==> config.mk <==
export PLATFORM = sky130hd
export DESIGN_NAME = dict_encoder
export DESIGN_NICKNAME = d
export VERILOG_FILES = /design/src/rtl/dict_pkg.sv /design/src/rtl/dict_encoder.sv
export SDC_FILE = /design/constraint.sdc
export NUM_CORES = 1
export LEC_CHECK = 0
export CAP_MARGIN = 10
export CORE_MARGIN = 2
export CORE_UTILIZATION = 62
export CTS_CLUSTER_SIZE = 14
export DETAILED_ROUTE_END_ITERATION = 8
export DONT_BUFFER_PORTS = 1
export GPL_ROUTABILITY_DRIVEN = 0
export PLACE_DENSITY = 0.83
export SETUP_SLACK_MARGIN = 0.05
export SYNTH_ARGS = -nofsm -noshare
export SYNTH_HDL_FRONTEND = slang
export SYNTH_SLANG_ARGS = --single-unit
==> constraint.sdc <==
create_clock -name clk -period 2.3 [get_ports clk]
set_clock_uncertainty 0.15 [all_clocks]
set_input_delay 0.69 -clock clk [delete_from_list [all_inputs] [get_ports clk]]
set_output_delay 0.69 -clock clk [all_outputs]
set_load 0.02 [all_outputs]
==> src/rtl/dict_pkg.sv <==
// Shared types and defaults for the dictionary compressor front-end:
// FSM states, token layout and code-allocation bounds.
package dict_pkg;

  typedef enum logic [2:0] {
    IDLE,
    LOOKUP,
    RESULT,
    INSERT,
    INS_CHK,
    EMIT
  } state_t;

  localparam int TOKEN_W = 9;
  localparam int TOK_IS_CODE = 8;
  localparam int TOK_VAL_HI = 7;
  localparam int TOK_VAL_LO = 0;

  localparam logic [7:0] CODE_BASE_DEF = 8'd1;
  localparam logic [7:0] CODE_MAX_DEF  = 8'd255;

  // Token field order matches {is_code, value} at TOK_IS_CODE / TOK_VAL_HI..LO.
  typedef struct packed {
    logic       is_code;
    logic [7:0] value;
  } token_t;

endpackage

==> src/rtl/dict_encoder.sv <==
// Byte-stream front-end: looks each byte up in the hash dictionary, emits a
// code on a hit or a literal on a miss, and allocates codes for new bytes.
module dict_encoder
  import dict_pkg::*;
#(
  parameter logic [7:0] CODE_BASE = CODE_BASE_DEF,
  parameter logic [7:0] CODE_MAX  = CODE_MAX_DEF,
  parameter int         CNT_W     = 16
) (
  input  logic             clk,
  input  logic             reset,
  input  logic             in_valid,
  output logic             in_ready,
  input  logic [7:0]       in_byte,
  output logic             out_valid,
  input  logic             out_ready,
  output logic             out_is_code,
  output logic [7:0]       out_value,
  output logic [7:0]       dict_key,
  output logic [7:0]       dict_data,
  output logic             dict_we,
  input  logic [7:0]       dict_rdata,
  input  logic             dict_hit,
  output logic             dict_full,
  output logic [CNT_W-1:0] hit_cnt,
  output logic [CNT_W-1:0] lit_cnt
);

  state_t     state;
  logic [7:0] byte_q;
  logic [7:0] next_code;
  token_t     tok;

  assign in_ready    = (state == IDLE) && !reset;
  assign out_is_code = tok.is_code;
  assign out_value   = tok.value;

  always_ff @(posedge clk) begin
    if (reset) begin
      state     <= IDLE;
      byte_q    <= '0;
      next_code <= CODE_BASE;
      dict_full <= 1'b0;
      tok       <= '0;
      out_valid <= 1'b0;
      dict_key  <= '0;
      dict_data <= '0;
      dict_we   <= 1'b0;
      hit_cnt   <= '0;
      lit_cnt   <= '0;
    end else begin
      case (state)
        IDLE: begin
          if (in_valid) begin
            byte_q   <= in_byte;
            dict_key <= in_byte;
            state    <= LOOKUP;
          end
        end
        LOOKUP: state <= RESULT;
        RESULT: begin
          if (dict_hit) begin
            tok       <= {1'b1, dict_rdata};
            out_valid <= 1'b1;
            state     <= EMIT;
          end else if (byte_q != 8'd0 && !dict_full) begin
            // 0x00 is the dictionary's empty marker and can never be stored.
            dict_we   <= 1'b1;
            dict_data <= next_code;
            state     <= INSERT;
          end else begin
            tok       <= {1'b0, byte_q};
            out_valid <= 1'b1;
            state     <= EMIT;
          end
        end
        INSERT: begin
          dict_we   <= 1'b0;
          dict_data <= '0;
          state     <= INS_CHK;
        end
        INS_CHK: begin
          // A failed write (bucket chain full) leaves the code free for the next byte.
          if (dict_hit) begin
            if (next_code == CODE_MAX) dict_full <= 1'b1;
            else                       next_code <= next_code + 8'd1;
          end
          tok       <= {1'b0, byte_q};
          out_valid <= 1'b1;
          state     <= EMIT;
        end
        EMIT: begin
          if (out_ready) begin
            out_valid <= 1'b0;
            if (tok.is_code) begin
              if (hit_cnt != '1) hit_cnt <= hit_cnt + 1'b1;
            end else begin
              if (lit_cnt != '1) lit_cnt <= lit_cnt + 1'b1;
            end
            state <= IDLE;
          end
        end
        default: state <= IDLE;
      endcase
    end
  end

endmodule
==> impl_metrics.yaml <==
sta:
  max-slew-margin-rel_pct: 69.2
  drv_slew: 0
  rsz0062_at_grt: "false"
  finalSetupTns_ns: 0
  setup_viol: 0
  worstMarginPinSlew_ns: 0.462
  period_minus_slack_ns: 2.15
  hold_ws_ns: 0.265
  hold_viol: 0
  fin_ws_ns: 0.148
  fin_crit_sh_pct: 93.6
  max_freq_mhz: 465
synthesis:
  ys.flop_type: "dfxtp_1"
  avgSynthCellArea_um2: 8.72
  synth.largest_area_cell: "dfxtp_1"
  ys_ff_latch: 71
  netlist_area_um2: 3180
  synth_edf_count: 0
  synthTopCellsByArea: "dfxtp_1 (45%), nor2_1 (6.7%), xor2_1 (5.8%)"
  yosys_warnings: 0
  ys_types: 40
  yosysTopAreaCellShare_pct: 44.7
  yosysSeqAreaShare_pct: 44.7
  synth-async-reset-ratio_pct: 0
  synthCells: 365
  synth_nets: 389
critical_path:
  crit_arrival_ns: 1.31
  cp_max_fo: 14
  critPathBufInv: 1
  worstSetupPathType: "flop to output port"
  reg2regPathDepth: 5
  crit_chain: "buf_4 -> nor4_4"
  cp-start-kind: "flop"
  path_delay_family: "simple AND/OR/NAND/NOR gates"
  reg2reg_slack_ns: 0.22
  rr_endpoint: "hit_cnt[15]"
  crit_required_ns: 1.46
  crit_path_top_delay_cell: "nor4_4"
  rr_startpoint: "hit_cnt[4]"
  crit_path_end_kind: "output port"
  critPathMaxStageDelay_ns: 0.45
global_routing:
  overflow: 0
  grt_pass1_wl_mm: 10.7
  grtUsageTotal_pct: 24.6
  grt_pass1_vias: 2429
  antenna_found_initial: 0
  grt_max_degree: 66
clock_network:
  cts_resized: 0
  cts_buffers: 9
  cts_htree_levels: 3
  clk_latency_ns: 0.34
  clockRootBuffer: "clkbuf_8"
  clockBufferDepth: 2
  path_clk_slew_ns: 0.08
  cts.hold.buffers_added: 0
  cts_tree: "done"
  cts_setup_buffers: 0
  clkSinkCount: 71
floorplanning:
  die_w_um: 75.7
  start_util_pct: 63.1
  rows: 26
  num_io_pins: 82
  core_area_um2: 5040
  dieArea_um2: 5720
  die_h_um: 75.7
min_path:
  worstHoldStart: "reset"
  min_path_cells: 1
  hp-class: "primary input to flop"
  hold_end: "byte_q[7]"
power:
  power_density_nw_per_um2: 671
  intPower_mw: 1.87
  power_mw: 2.53
  p_switching_mw: 0.665
  vdd_ir_drop_max_mv: 0.458
  swShare_pct: 26.3
  power_frac_seq_pct: 52.0
  p_comb_share_pct: 9.0
  total_leakage_power_nw: 1.48
  clockPowerShare_pct: 39.0
cells_and_area:
  seq_area_um2: 1420
  syn2layout_area_growth_pct: 18.5
  drive_above_1_share_pct: 16.5
  nets: 431
  design_area_um2: 3770
  fillerInstances: 356
  multi_input_area_um2: 1680
  diodes: 0
drt:
  postRouteAntennaNets: 0
  wl_per_cell_um: 14.9
  first_iter_violations: 125
  routed_wl_mm: 7.16
  firstDrtPassIters: 4
  routed_via_density: 5.73
  vias: 2762
  drc_errors: 0
placed_design:
  hpwlAfterDp_mm: 5.05
  pre_cts_ws_ns: -0.00923
  port_buffers: 0
  dpl-instance-area_um2: 3570
flow_run:
  max_cap_viol_count: 0
run_status:
  status: "finished clean"
-- sequential cells by signal, indices dropped and copies added, names as in the netlist --
register,count
byte_q,8
dict_data,8
dict_full,1
dict_we,1
hit_cnt,16
lit_cnt,16
next_code,8
out_is_code,1
out_valid,1
out_value,8
state,3
-- per-layer routing --
| metal | wire [um] | track usage [%] | vias up |
|---|---|---|---|
| met3 | 402 | 6.61 | 11 |
| met5 | 0 | 0 | - |
| met1 | 3170 | 29.3 | 1310 |
| li1 | - | - | 1372 |
| met2 | 3480 | 41.7 | 69 |
| met4 | 111 | 10.9 | 0 |
-- power by group through the flow --
| stage | combinational (mW) | clock (mW) | sequential [mW] |
|---|---|---|---|
| 2_1_floorplan | 0.164 | 0 | 1.36 |
| 3_3_place_gp | 0.218 | 0 | 1.34 |
| 3_5_place_dp | 0.226 | 0 | 1.35 |
| 4_1_cts | 0.228 | 0.994 | 1.32 |
| 5_1_grt | 0.251 | 1.04 | 1.32 |
| 6_report | 0.228 | 0.987 | 1.32 |
-- stage by stage --
step / std cells / util, %
after floorplan: 365 / -
after global placement: 466 / 70.9
after detailed placement: 466 / 70.9
after CTS: 482 / 74.8
after global routing: 482 / 74.8
final: 482 / 74.8
-- cell type report --
class / instances / area share (%)
clock buffers: 10 / 3.38
well taps: 70 / 2.32
repair buffers: 49 / 9.75
multi-input cells: 271 / 44.5
flip-flops and latches: 71 / 37.7
clock inverters: 6 / 1.86
inverters: 5 / 0.498
-- how the worst max path moves through the flow --
stage	start	end	slack, ns	cells past startpoint
2_1_floorplan	reset	in_ready	0.08	3
5_1_grt	state[0]	in_ready	0.08	2
3_3_place_gp	out_ready	hit_cnt[15]	0.07	5
3_5_place_dp	out_ready	hit_cnt[15]	-0.009	5
6_report	state[0]	in_ready	0.15	2
4_1_cts	state[0]	in_ready	0.13	2
-- Yosys cell counts, drive strengths merged, types with 7 or more instances --
master and instances:
and3 12, clkbuf 11, nor2 57, xor2 21, nand3 16, mux2i 12, dfxtp 71, a21oi 17
nand4 8, buf 7, o21ai 8, nand2 34, xnor2 12, a22o 8, a211oi 9, o211ai 7
nor3 8
-- layout by cell type (no fill, tap or decap), types with 2 or more instances in the layout --
master	count
o21ai_1	2
or4_1	2
xnor2_1	12
dfxtp_1	71
nor2_1	57
clkbuf_8	9
a211oi_1	9
nand2_1	34
nand4b_1	3
a22o_1	8
buf_4	49
and4_1	6
xor2_1	21
nand3_1	16
inv_1	5
o211ai_1	7
nor4_1	5
clkinvlp_4	3
ha_1	3
o21ai_0	6
or3_1	3
nand4_1	8
and3_1	12
a21oi_1	16
mux2i_1	12
nand2b_1	4
nor3_1	8
and2_1	5
-- logic make-up after synthesis --
logic type / share of synthesized area (%)
AND/OR/NAND/NOR: 26.8
buffers and inverters: 3.11
AO/OA/AOI/OAI: 11.4
flip-flops: 44.7
adder cells (fa/ha/maj): 1.18
multiplexers: 3.77
XOR/XNOR: 9.08
(Power assumes the default switching activity.)
